--- config.mk ---
export PLATFORM = sky130hd
export DESIGN_NAME = muldiv_unit
export DESIGN_NICKNAME = d
export VERILOG_FILES = /design/src/rtl/muldiv_unit.sv
export SDC_FILE = /design/constraint.sdc
export NUM_CORES = 1
export LEC_CHECK = 0
export BUFFER_PORTS_ARGS = -buffer_cell sky130_fd_sc_hd__buf_4
export CAP_MARGIN = 20
export CORE_ASPECT_RATIO = 1.5
export CORE_MARGIN = 10
export CORE_UTILIZATION = 45
export CTS_CLUSTER_DIAMETER = 150
export CTS_CLUSTER_SIZE = 28
export DETAILED_ROUTE_END_ITERATION = 8
export PLACE_DENSITY_LB_ADDON = 0.3
export SYNTH_ARGS = -nofsm -noshare
export SYNTH_HDL_FRONTEND = slang
export SYNTH_SLANG_ARGS = --single-unit
--- constraint.sdc ---
create_clock -name clk -period 6.4 [get_ports clk]
set_input_delay 1.28 -clock clk [delete_from_list [all_inputs] [get_ports clk]]
set_output_delay 1.28 -clock clk [all_outputs]
set_load 0.02 [all_outputs]
--- src/rtl/muldiv_unit.sv ---
// Iterative RV32M multiply/divide unit: 32-cycle shift-add / restoring divide with stall request.
// Define MULDIV_FAST_MUL_EN to compute MUL* in a single cycle; the divide path is unchanged.
`timescale 1ns/1ps
module muldiv_unit #(
    parameter int XLEN  = 32,
    parameter int CNT_W = 6
) (
    input  logic            clk,
    input  logic            rst_n,
    input  logic            Start_i,
    input  logic [2:0]      Funct3_i,
    input  logic [XLEN-1:0] SrcAE_i,
    input  logic [XLEN-1:0] SrcBE_i,
    input  logic            Kill_i,
    output logic            StallReq_o,
    output logic            Done_o,
    output logic [XLEN-1:0] Result_o
);

    typedef enum logic [1:0] {IDLE, CALC, DONE} state_e;

    localparam logic [XLEN-1:0] MIN_NEG = {1'b1, {(XLEN-1){1'b0}}};

    state_e            state_q, state_d;
    logic [CNT_W-1:0]  cnt_q, cnt_d;
    logic [2*XLEN-1:0] acc_q, acc_d;
    logic [XLEN-1:0]   opb_q, opb_d;
    logic [2:0]        op_q, op_d;
    logic              negq_q, negq_d;
    logic              negr_q, negr_d;
    logic [XLEN-1:0]   result_q, result_d;

    // Operand decode for the accept cycle
    logic            is_div, is_sdiv, sign_a, sign_b, a_neg, b_neg;
    logic [XLEN-1:0] a_mag, b_mag;
    logic            div_zero, div_ovf, special;
    logic [XLEN-1:0] special_res;

    always_comb begin
        is_div      = Funct3_i[2];
        is_sdiv     = is_div & ~Funct3_i[0];
        sign_a      = (Funct3_i == 3'd1) | (Funct3_i == 3'd2) | is_sdiv;
        sign_b      = (Funct3_i == 3'd1) | is_sdiv;
        a_neg       = sign_a & SrcAE_i[XLEN-1];
        b_neg       = sign_b & SrcBE_i[XLEN-1];
        a_mag       = a_neg ? -SrcAE_i : SrcAE_i;
        b_mag       = b_neg ? -SrcBE_i : SrcBE_i;
        div_zero    = is_div & (SrcBE_i == '0);
        div_ovf     = is_sdiv & (SrcAE_i == MIN_NEG) & (SrcBE_i == '1);
        special     = div_zero | div_ovf;
        special_res = '0;
        if (div_zero) begin
            special_res = Funct3_i[1] ? SrcAE_i : '1;
        end else if (div_ovf) begin
            special_res = Funct3_i[1] ? '0 : MIN_NEG;
        end
    end

`ifdef MULDIV_FAST_MUL_EN
    logic [2*XLEN-1:0] fast_prod, fast_fix;
    logic [XLEN-1:0]   fast_res;

    always_comb begin
        fast_prod = {{XLEN{1'b0}}, a_mag} * {{XLEN{1'b0}}, b_mag};
        fast_fix  = (a_neg ^ b_neg) ? -fast_prod : fast_prod;
        fast_res  = (Funct3_i[1:0] == 2'd0) ? fast_fix[XLEN-1:0] : fast_fix[2*XLEN-1:XLEN];
    end
`endif

    // One iteration of the datapath; the partial remainder is widened to 33 bits
    // so a remainder with its MSB set still compares correctly after the shift.
    logic [2*XLEN-1:0] shifted, div_step, mul_step, step, prod_fix;
    logic [XLEN+1:0]   diff;
    logic [XLEN:0]     sum;
    logic [XLEN-1:0]   quo, rem, final_res;

    always_comb begin
        shifted  = {acc_q[2*XLEN-2:0], 1'b0};
        diff     = {1'b0, acc_q[2*XLEN-1:XLEN-1]} - {2'b00, opb_q};
        div_step = diff[XLEN+1] ? shifted : {diff[XLEN-1:0], shifted[XLEN-1:1], 1'b1};
        sum      = {1'b0, acc_q[2*XLEN-1:XLEN]} + (acc_q[0] ? {1'b0, opb_q} : {(XLEN+1){1'b0}});
        mul_step = {sum, acc_q[XLEN-1:1]};
        step     = op_q[2] ? div_step : mul_step;
        quo      = negq_q ? -step[XLEN-1:0] : step[XLEN-1:0];
        rem      = negr_q ? -step[2*XLEN-1:XLEN] : step[2*XLEN-1:XLEN];
        prod_fix = negq_q ? -step : step;
        if (op_q[2]) begin
            final_res = op_q[1] ? rem : quo;
        end else begin
            final_res = (op_q[1:0] == 2'd0) ? prod_fix[XLEN-1:0] : prod_fix[2*XLEN-1:XLEN];
        end
    end

    always_comb begin
        state_d  = state_q;
        cnt_d    = cnt_q;
        acc_d    = acc_q;
        opb_d    = opb_q;
        op_d     = op_q;
        negq_d   = negq_q;
        negr_d   = negr_q;
        result_d = result_q;
        case (state_q)
            IDLE: begin
                if (Start_i) begin
                    op_d   = Funct3_i;
                    opb_d  = b_mag;
                    acc_d  = {{XLEN{1'b0}}, a_mag};
                    cnt_d  = '0;
                    negq_d = a_neg ^ b_neg;
                    negr_d = a_neg;
                    if (special) begin
                        result_d = special_res;
                        state_d  = DONE;
`ifdef MULDIV_FAST_MUL_EN
                    end else if (!is_div) begin
                        result_d = fast_res;
                        state_d  = DONE;
`endif
                    end else begin
                        state_d = CALC;
                    end
                end
            end
            CALC: begin
                acc_d = step;
                cnt_d = cnt_q + 1'b1;
                if (cnt_q == CNT_W'(XLEN - 1)) begin
                    result_d = final_res;
                    state_d  = DONE;
                end
            end
            DONE: begin
                state_d = IDLE;
            end
            default: begin
                state_d = IDLE;
            end
        endcase
        // Abort wins over everything and leaves the last result visible
        if (Kill_i) begin
            state_d  = IDLE;
            result_d = result_q;
        end
    end

    always_ff @(posedge clk or negedge rst_n) begin
        if (!rst_n) begin
            state_q  <= IDLE;
            cnt_q    <= '0;
            acc_q    <= '0;
            opb_q    <= '0;
            op_q     <= '0;
            negq_q   <= 1'b0;
            negr_q   <= 1'b0;
            result_q <= '0;
        end else begin
            state_q  <= state_d;
            cnt_q    <= cnt_d;
            acc_q    <= acc_d;
            opb_q    <= opb_d;
            op_q     <= op_d;
            negq_q   <= negq_d;
            negr_q   <= negr_d;
            result_q <= result_d;
        end
    end

    assign StallReq_o = (((state_q == IDLE) & Start_i) | (state_q == CALC)) & ~Kill_i;
    assign Done_o     = (state_q == DONE);
    assign Result_o   = result_q;

endmodule

==> key figures, run 1 <==
Power and ir drop
  • Part of the power in combinational logic: about 68%
  • LEAKAGE: 7.136 nW
  • Sequential Power Share: approximately a fifth
  • Clock Power Share: 12.7%
  • Net load switching power: about 4.5 mW
  • VDD IR max: around 0.26 mV
  • Switching share of total power: between 50% and 60%
  • Power Density: approximately 470 nW/um^2
  • Int Pwr: 3.780 mW

Placement
  • Port bufs: roughly 100
  • Final Wtd Congestion: between 1 and 1.5
  • Cell count after placement: approximately 2600
  • HPWL Detailed: between 40000 and 50000 microns

Clock network
  • CTS Buffer Depth: 2
  • Post-CTS Hold Buffers: 0
  • Clk_lat worst skew: approximately 0.47 ns
  • Clk root buf: clkbuf_16
  • Clock tree sinks: roughly 140
  • Reg clk slew, reported paths: roughly 0.080 ns
  • Quantity of gates resized following cts: 0
  • H-tree depth: 4
  • Number of CTS-inserted buffers: 17
  • CTS tree: done
  • Postcts setup bufs: 0

Timing
  • Slew HR: about 29%
  • Worst slew pin tran: about 1.1 ns
  • Pins over their slew limit: 0
  • Tmin final: around 5.7 ns
  • Worst clock skew: 0.01497 ns
  • Final setup viols: 0
  • Final Hold Fails: 0
  • Achievable frequency: approximately 170 MHz
  • Final TNS setup: 0 ns
  • Period utilization: between 80% and 90%
  • Unrepaired setup endpoints after global routing: no

Worst hold path
  • Hold Path Class: register to register
  • Hold Startpoint: cnt_q[5]
  • Hold depth: 1
  • Hold Path End: cnt_q[5]

Setup path
  • CP Launch Type: register
  • RR Startpoint: acc_q[33]
  • CP max FO: 14
  • Worst R2R End: Result_o[30]
  • Setup slack, reg-to-reg: ~0.66 ns
  • Worst path required time: around 6.7 ns
  • WS Path Type: register to register
  • Worst r2r path cells: 17
  • CP endpoint kind: register
  • Critical Path AT: around 6.1 ns

Yosys
  • Distinct cells, synth: roughly 100
  • Post-synthesis register bit count: between 100 and 150
  • Synth Net Count: around 2300
  • Yosys top cell area share: 22.37%
  • Post-Synthesis Cells: around 2100
  • Post-synth top cells: nand2_1 (266), o21ai_0 (201), nor2_1 (171)
  • Primary FF master, synth: dfrtp_1
  • Sequential share of the synthesized area: approximately 22%
  • Synth top area cells: dfrtp_1 (22%), o21ai_0 (6.4%), nand2_1 (6.3%), ha_1 (5.6%), xnor2_1 (5.1%)
  • Most frequent cell after synthesis: nand2_1
  • Synth area leader: dfrtp_1
  • Post-synth EDFFs: 0
  • Syn avg cell area: 7.446 sq um
  • Mapped cell area: between 15000 and 20000 sq um
  • Yosys warns: 0
  • Ys async rst share: 100.0%

Run status
  • Status: finished clean

Drt
  • DRT iter0 DRCs: roughly 1600
  • Post-DR wirelength/cell: about 24 microns
  • Final wirelength: between 60000 and 70000 microns
  • DRC: 0
  • Post-DRT Antenna Nets: 0
  • Drt via density: about 6.5
  • Drt first pass iters: 6
  • Via count: ~17000

Floorplanning
  • Die width: roughly 170 microns
  • Initial Utilization: about 46%
  • Rows: slightly above 80
  • I/O pin count: 105
  • Core area: about 34000 sq um
  • Die ar.: 43090 sq um
  • Die height: 249.3 microns

Global routing
  • Total global routing overflow: 0
  • First-pass GRT wire length: slightly below 100000 microns
  • Largest net degree at the start of global routing: 84
  • Initial antenna violation count: 0
  • Total global-route track usage: 28.52%
  • Vias in the first global route: roughly 17000

Layout
  • Final #Nets: roughly 2300
  • N_diodes: 0
  • Area growth syn-to-layout: 10.89%
  • Non-Filler Instances: 2629
  • Layout cells sized above 1: between 10 and 15%

Run
  • Max-cap viol count: 0
-- state kept, by name, summed over array words and instances, names as in the netlist --
signal	cells
cnt_q	6
op_q	3
negq_q	1
acc_q	64
negr_q	1
state_q	2
Result_o	32
opb_q	32
-- how the worst max path moves through the flow --
| stage | from | to | slack [ns] | depth (start not counted) |
|---|---|---|---|---|
| after floorplan | op_q[2] | Result_o[22] | 1.49 | 19 |
| after global placement | acc_q[35] | Result_o[28] | 0.93 | 17 |
| after detailed placement | acc_q[33] | Result_o[22] | 0.78 | 17 |
| after CTS | acc_q[33] | Result_o[22] | 0.76 | 17 |
| after global routing | acc_q[35] | Result_o[30] | 0.25 | 17 |
| final | acc_q[33] | Result_o[30] | 0.66 | 17 |
-- per-layer routing --
layer / share of wire [%] / GRT usage, % / up-vias / wire length (microns)
met5: 0 / 0 / - / 0
met4: 9.9 / 25.68 / 0 / 6279
met3: 5.4 / 3.107 / 252 / 3432
met2: 49 / 49.54 / 837 / 31400
met1: 35 / 29.89 / 8171 / 22490
li1: - / - / 7864 / -
-- worst max-delay path: stages (launching register included) --
cell and delay [ns]:
dfrtp_1 0.47, ha_1 0.39, o211ai_1 0.35, a211oi_2 0.10
or2_1 0.35, o2111a_1 0.49, o32ai_4 0.39, ha_1 0.24
o211ai_1 0.13, or4_1 0.57, nor4_2 0.53, nand4_1 0.20
buf_4 0.24, nor2b_1 0.15, o211ai_1 0.20, nand2_1 0.07
a2111oi_0 0.50, o21ai_0 0.20
-- through the flow --
step                      hold WS (ns)  util (%)  cell area [sq um]  setup WS, ns  power (mW)
after floorplan                 0.4538         -              15770         1.492       5.435
after global placement          0.4738     49.01              16900        0.9254       6.992
after detailed placement        0.4780     49.01              16900        0.7840       7.038
after CTS                       0.4952     50.72              17490        0.7582       8.110
after global routing            0.5279     50.72              17490        0.2481       8.771
final                           0.4953     50.72              17490        0.6606       8.234
-- power by group through the flow --
| stage | Combinational (mW) | Clock [mW] | Sequential, mW |
|---|---|---|---|
| 6_report | 5.59 | 1.04 | 1.61 |
| 5_1_grt | 6.05 | 1.08 | 1.63 |
| 4_1_cts | 5.47 | 1.05 | 1.59 |
| 3_5_place_dp | 5.43 | 0 | 1.61 |
| 3_3_place_gp | 5.39 | 0 | 1.60 |
| 2_1_floorplan | 3.91 | 0 | 1.52 |
-- cell families after synthesis --
| kind of cell | count (synthesis) | share of synthesized area, % |
|---|---|---|
| AOI/OAI and AO/OA | 692 | 29.47 |
| DFF | 141 | 22.37 |
| buffers and inverters | 203 | 5.292 |
| adders and majority gates | 72 | 5.808 |
| and+or+nand+nor | 790 | 24.30 |
| xor gates and xnor gates | 171 | 9.497 |
| muxes | 49 | 3.261 |
-- layout make-up --
type / instances / area [sq um]
Fill cell: 3452 / 16990
Timing Repair Buffer: 143 / 1077
Multi-Input combinational cell: 1774 / 11430
Inverter: 72 / 270.3
Clock buffer: 18 / 439.2
Tap cell: 467 / 584.3
Sequential cell: 141 / 3532
Clock inverter: 14 / 151.4
-- cell usage in the layout, fill, tap and decap left out, types with 39 or more instances in the layout --
cell and count:
dfrtp_1 140, nand4_1 43, nand3_1 75, nor3_1 58
buf_4 142, and2_1 48, o21ai_0 201, mux2i_1 39
a21oi_1 135, o221ai_1 39, nand2_1 265, xnor2_1 91
inv_1 70, ha_1 70, nor2_1 170, xor2_1 80
Power figures use the tool's default switching activity.
==> run 2: changes to the inputs <==
--- a/config.mk
+++ b/config.mk
@@ -7,7 +7,7 @@
 export LEC_CHECK = 0
 export BUFFER_PORTS_ARGS = -buffer_cell sky130_fd_sc_hd__buf_4
 export CAP_MARGIN = 20
-export CORE_ASPECT_RATIO = 1.5
+export CORE_ASPECT_RATIO = 0.8
 export CORE_MARGIN = 10
 export CORE_UTILIZATION = 45
 export CTS_CLUSTER_DIAMETER = 150
==> run 2 against run 1 <==
  * Core utilization fell by 0.18 points
  * Maximum frequency fell by 4.7%
  * Non-clock buffer count rose by 3
  * Global-route usage rose by 1.2 points
  * First-iteration DRC count rose by 44%
  * Clock power barely moved
  * Critical endpoint is now Result_o[22]
==> key figures, run 2 (synthesized netlist as in run 1, its figures left out) <==
Run status
  • Status: finished clean

Setup path
  • CP Launch Type: register
  • Setup slack, reg-to-reg: 0.38 ns (-0.28 ns)
  • WS Path Type: register to register
  • Worst path required time: 6.74 ns (+0.03 ns)
  • Worst R2R End: Result_o[22]
  • RR Startpoint: acc_q[35]
  • Critical Path AT: 6.36 ns (+0.31 ns)
  • Worst r2r path cells: 16 (-1)
  • CP max FO: 12 (-2)
  • CP endpoint kind: register

Clock network
  • Reg clk slew, reported paths: 0.07 ns (about the same)
  • CTS Buffer Depth: 2 (unchanged)
  • Clk root buf: clkbuf_16
  • CTS tree: done
  • Quantity of gates resized following cts: 0 (unchanged)
  • Postcts setup bufs: 0 (unchanged)
  • Number of CTS-inserted buffers: 17 (unchanged)
  • Clk_lat worst skew: 0.46 ns (about the same)
  • H-tree depth: 4 (unchanged)
  • Post-CTS Hold Buffers: 0 (unchanged)
  • Clock tree sinks: 141 (unchanged)

Floorplanning
  • Die height: 187.4 microns (-25%)
  • Rows: 61 (-27%)
  • Die ar.: 42980 sq um (-0.25%)
  • Die width: 229.3 microns (+33%)
  • Core area: 34650 sq um (+0.50%)
  • Initial Utilization: 45.51% (-0.23 points)
  • I/O pin count: 105 (unchanged)

Timing
  • Unrepaired setup endpoints after global routing: no
  • Worst slew pin tran: 1.189 ns (+0.1227 ns)
  • Final Hold Fails: 0 (unchanged)
  • Tmin final: 6.024 ns (+0.2843 ns)
  • Slew HR: 20.39% (-8.3 points)
  • Final TNS setup: 0 ns (unchanged)
  • Achievable frequency: 166.0 MHz (-4.7%)
  • Setup WS post-layout: 0.3763 ns (-0.2843 ns)
  • Worst clock skew: 0.01180 ns (-0.003170 ns)
  • Pins over their slew limit: 0 (unchanged)
  • Period utilization: 94.12% (+4.4 points)
  • Final setup viols: 0 (unchanged)

Placement
  • HPWL Detailed: 51490 microns (+3.3%)
  • Worst slack at placement: 0.4755 ns (-0.3085 ns)
  • Final Wtd Congestion: 1.071 (+4.4%)
  • Port bufs: 104 (unchanged)

Worst hold path
  • Hold Path End: cnt_q[5]
  • Hold depth: 1 (unchanged)
  • Hold Path Class: register to register
  • Hold Startpoint: cnt_q[5]

Layout
  • Commonest non-fill, non-tap cells in the layout: nand2_1 (265), o21ai_0 (201), nor2_1 (170)
  • Layout cells sized above 1: 11.27% (+0.12 points)
  • Final #Nets: 2295 (+0.13%)
  • Area growth syn-to-layout: 11.04%
  • N_diodes: 0 (unchanged)
  • Max FFs per register: 64 (unchanged)
  • Reg with most FFs: acc_q
  • Fill cell count: 3461 (+0.26%)
  • Commonest non-fill, non-tap cell in the layout: nand2_1

Drt
  • Drt first pass iters: 5 (-1)
  • DRC: 0 (unchanged)
  • Via count: 17310 (+1.1%)
  • Drt via density: 6.564 (+0.78%)
  • Final wirelength: 66320 microns (+4.3%)
  • Post-DR wirelength/cell: 25.15 microns (+4.0%)
  • Post-DRT Antenna Nets: 0 (unchanged)
  • DRT iter0 DRCs: 2304 (+44%)

Global routing
  • Total global routing overflow: 0 (unchanged)
  • Total global-route track usage: 29.69% (+1.2 points)
  • Initial antenna violation count: 1 (+1)
  • Largest net degree at the start of global routing: 78 (-7.1%)
  • First-pass GRT wire length: 99830 microns (+2.3%)
  • Vias in the first global route: 15880 (-5.3%)

Run
  • Max-cap viol count: 0 (unchanged)

Power and ir drop
  • Power Density: 483.9 nW/um^2 (+2.8%)
  • LEAKAGE: 7.145 nW (+0.13%)
  • VDD IR max: 0.2345 mV (-10%)
run 2: changes by cell type in the layout (fill, tap and decap cells not counted):
cell and delta:
buf_4 +3, inv_6 +3, inv_8 -3, clkinv_2 -1
clkinvlp_4 +1
run 2: power breakdown:
| group | total (mW) | switching, mW | leakage [nW] | internal [mW] |
|---|---|---|---|---|
| clock network | 1.04 | 0.486 | 0.283 | 0.559 |
| registers | 1.60 | 0.417 | 1.78 | 1.18 |
| logic | 5.83 | 3.77 | 5.08 | 2.06 |
| total | 8.47 | 4.67 | 7.14 | 3.80 |
run 2: final cells by class:
type	count	area, sq um	area share, %
clock buffer	18	439.2	2.508
clock inverter	14	146.4	0.8360
inverter	72	270.3	1.543
multi-input combinational	1774	11430	65.29
sequential	141	3532	20.17
tap	472	590.6	3.373
timing repair buffer	146	1100	6.281
run 2: per-stage QoR:
step	hold WS [ns]	util, %	cell area, sq um	power [mW]	instances
2_1_floorplan	0.4538	-	15770	5.435	2118
3_5_place_dp	0.4831	48.84	16930	7.221	2605
6_report	0.4907	50.53	17510	8.473	2637
4_1_cts	0.4925	50.53	17510	8.292	2637
5_1_grt	0.5247	50.53	17510	8.965	2637
3_3_place_gp	0.4741	48.84	16930	7.187	2605
run 2: worst max-delay path by stage:
stage / startpoint / to
after global routing: acc_q[35] / Result_o[22]
final: acc_q[35] / Result_o[22]
after CTS: acc_q[35] / Result_o[22]
after global placement: acc_q[35] / Result_o[22]
after floorplan: op_q[2] / Result_o[22]
after detailed placement: acc_q[35] / Result_o[22]
run 2: layer usage:
metal	wire length, microns	track usage (%)
met2	26370	40.27
met1	30260	44.32
met4	1262	7.145
met3	8428	8.686
met5	0	0
run 2: worst max-delay path: stages (launching register included):
cell,delay (ns)
dfrtp_1,0.45
ha_1,0.38
a21oi_1,0.29
o22ai_1,0.18
or2_1,0.34
o2111a_1,0.48
o32ai_4,0.46
ha_1,0.27
o211ai_1,0.14
or4_1,0.56
nor4_2,0.52
nand4_1,0.48
or3_1,0.56
o21a_1,0.21
xnor2_1,0.13
a221oi_1,0.38
nor2_1,0.07
==> run 3: changes to the inputs <==
--- a/config.mk
+++ b/config.mk
@@ -14,6 +14,7 @@
 export CTS_CLUSTER_SIZE = 28
 export DETAILED_ROUTE_END_ITERATION = 8
 export PLACE_DENSITY_LB_ADDON = 0.3
+export RECOVER_POWER = 25
 export SYNTH_ARGS = -nofsm -noshare
 export SYNTH_HDL_FRONTEND = slang
 export SYNTH_SLANG_ARGS = --single-unit
==> run 3 against run 2 <==
  * The run now ends with max-capacitance violations, max-slew violations left
  * Combinational power about the same
  * Clock power about the same
  * Sequential cell count unchanged
  * Worst setup slack better by 0.030 ns
  * Wire length down 0.14%
  * Sequential share of layout area about the same
  * Cell count unchanged
  * Final area about the same
  * Critical path depth unchanged
  * Critical path type unchanged
==> key figures, run 3 (synthesized netlist as in run 1, its figures left out) <==
Clock network
  • Post-CTS Hold Buffers: 0 (unchanged)
  • Postcts setup bufs: 0 (unchanged)
  • Reg clk slew, reported paths: 0.07 ns (about the same)
  • Clock tree sinks: 141 (unchanged)
  • Number of CTS-inserted buffers: 17 (unchanged)
  • Clk root buf: clkbuf_16
  • CTS Buffer Depth: 2 (unchanged)
  • H-tree depth: 4 (unchanged)
  • CTS tree: done
  • Quantity of gates resized following cts: 0 (unchanged)
  • Clk_lat worst skew: 0.47 ns (about the same)

Layout
  • Reg with most FFs: acc_q
  • Design Area, Final: 17500 sq um (about the same)
  • Max FFs per register: 64 (unchanged)
  • Commonest non-fill, non-tap cell in the layout: nand2_1
  • Commonest non-fill, non-tap cells in the layout: nand2_1 (265), o21ai_0 (201), nor2_1 (170)
  • N_diodes: 0 (unchanged)
  • Fill cell count: 3464 (+0.087%)
  • Layout cells sized above 1: 11.22% (-0.046 points)
  • Final #Nets: 2295 (unchanged)
  • Area growth syn-to-layout: 10.97% (about the same)

Power and ir drop
  • LEAKAGE: 7.139 nW (about the same)
  • Power Density: 484.0 nW/um^2 (about the same)
  • VDD IR max: 0.2342 mV (-0.14%)

Placement
  • Port bufs: 104 (unchanged)
  • HPWL Detailed: 51490 microns (unchanged)
  • Dpl cell area: 16930 sq um (unchanged)
  • Final Wtd Congestion: 1.071 (unchanged)

Setup path
  • CP max FO: 12 (unchanged)
  • Critical Path AT: 6.34 ns (-0.02 ns)
  • CP max stage cell: or4_1
  • Cell class contributing the biggest share of worst-path delay: simple AND/OR/NAND/NOR gates
  • Worst path required time: 6.74 ns (about the same)
  • Crit-path cells: ha_1 > a21oi_1 > o22ai_1 > or2_1 > o2111a_1 > o32ai_4 > ha_1 > o211ai_1 > or4_1 > nor4_2 > nand4_1 > or3_1 > o21a_1 > xnor2_1 > a221oi_1 > nor2_1
  • Buf+Inv Stages, Crit Path: 0 (unchanged)
  • Most used cell, CP: ha_1
  • CP Launch Type: register
  • Max stage delay on crit path: 0.57 ns (about the same)
  • WS Path Type: register to register
  • CP endpoint kind: register

Timing
  • Final TNS setup: 0 ns (unchanged)
  • Unrepaired setup endpoints after global routing: no
  • Tmin final: 5.994 ns (-0.03004 ns)
  • Slew HR: -221.2% (-240 points)
  • Period utilization: 93.65% (-0.47 points)
  • Final Hold Fails: 0 (unchanged)
  • Achievable frequency: 166.8 MHz (+0.50%)
  • Worst clock skew: 0.01259 ns (+0.0007855 ns)
  • Worst slew pin tran: 4.818 ns (+3.630 ns)
  • Final setup viols: 0 (unchanged)
  • Pins over their slew limit: 78 (+78)

Floorplanning
  • Die height: 187.4 microns (unchanged)
  • Rows: 61 (unchanged)
  • I/O pin count: 105 (unchanged)
  • Core area: 34650 sq um (unchanged)
  • Die ar.: 42980 sq um (unchanged)
  • Initial Utilization: 45.51% (unchanged)
  • Die width: 229.3 microns (unchanged)

Drt
  • Final wirelength: 66220 microns (-0.14%)
  • Drt via density: 6.538 (-0.40%)
  • Drt first pass iters: 5 (unchanged)
  • Via count: 17240 (-0.40%)
  • DRC: 0 (unchanged)
  • Post-DR wirelength/cell: 25.11 microns (-0.14%)
  • DRT iter0 DRCs: 2175 (-5.6%)
  • Post-DRT Antenna Nets: 0 (unchanged)

Run status
  • Failing checks: max-capacitance violations, max-slew violations
  • Status: finished with violations

Global routing
  • Vias in the first global route: 15880 (unchanged)
  • Total global routing overflow: 0 (unchanged)
  • Largest net degree at the start of global routing: 78 (unchanged)
  • Initial antenna violation count: 1 (unchanged)
  • Total global-route track usage: 29.69% (unchanged)
  • First-pass GRT wire length: 99830 microns (unchanged)

Run
  • Max-cap viol count: 1 (+1)

Worst hold path
  • Hold Path Class: register to register
run 3: cell count changes in the layout (fill, tap and decap cells not counted), sizes merged:
cell / previous run / this run
buf: 146 / 144
clkbuf: 18 / 20
run 3: worst paths after layout:
| check | cells after the start | slack, ns | to | start |
|---|---|---|---|---|
| max reg2reg | 16 | 0.41 | Result_o[22] | acc_q[35] |
| min in group asynchronous | 1 | 2.54 | Result_o[31] | rst_n |
| max in group asynchronous | 1 | 1.13 | cnt_q[5] | rst_n |
| min | 1 | 0.49 | cnt_q[5] | cnt_q[5] |
| max | 16 | 0.41 | Result_o[22] | acc_q[35] |
| min reg2reg | 1 | 0.49 | cnt_q[5] | cnt_q[5] |
run 3: cell type report:
class	count	area [sq um]	area share, %
Clock buffer	18	439.2	2.509
Clock inverter	14	146.4	0.8365
Inverter	72	270.3	1.544
Multi-Input combinational cell	1774	11430	65.32
Sequential cell	141	3532	20.18
Tap cell	472	590.6	3.375
Timing Repair Buffer	146	1090	6.227
run 3: where the power goes:
group          leakage [nW]  internal [mW]  total [mW]  switching (mW)
Clock                 0.283          0.559        1.05           0.489
Sequential             1.78           1.18        1.60           0.418
Combinational          5.08           2.06        5.83            3.77
run 3: per-stage QoR:
stage | setup WS, ns | instances | utilization (%) | hold slack [ns] | power [mW]
after floorplan | 1.492 | 2118 | - | 0.4538 | 5.435
after global placement | 0.7758 | 2605 | 48.84 | 0.4741 | 7.187
after detailed placement | 0.4755 | 2605 | 48.84 | 0.4831 | 7.221
after CTS | 0.4707 | 2637 | 50.53 | 0.4925 | 8.292
after global routing | 0.08588 | 2637 | 50.51 | 0.5247 | 8.964
final | 0.4064 | 2637 | 50.51 | 0.4907 | 8.471
run 3: layer usage:
metal  track usage [%]  share of wire (%)  vias up  routed length, microns
met2             40.27                 40      967                   26600
met4             7.145                1.9        0                    1230
met3             8.686                 12       77                    7934
met1             44.32                 46     8309                   30460
met5                 0                  0        -                       0
li1                  -                  -     7888                       -
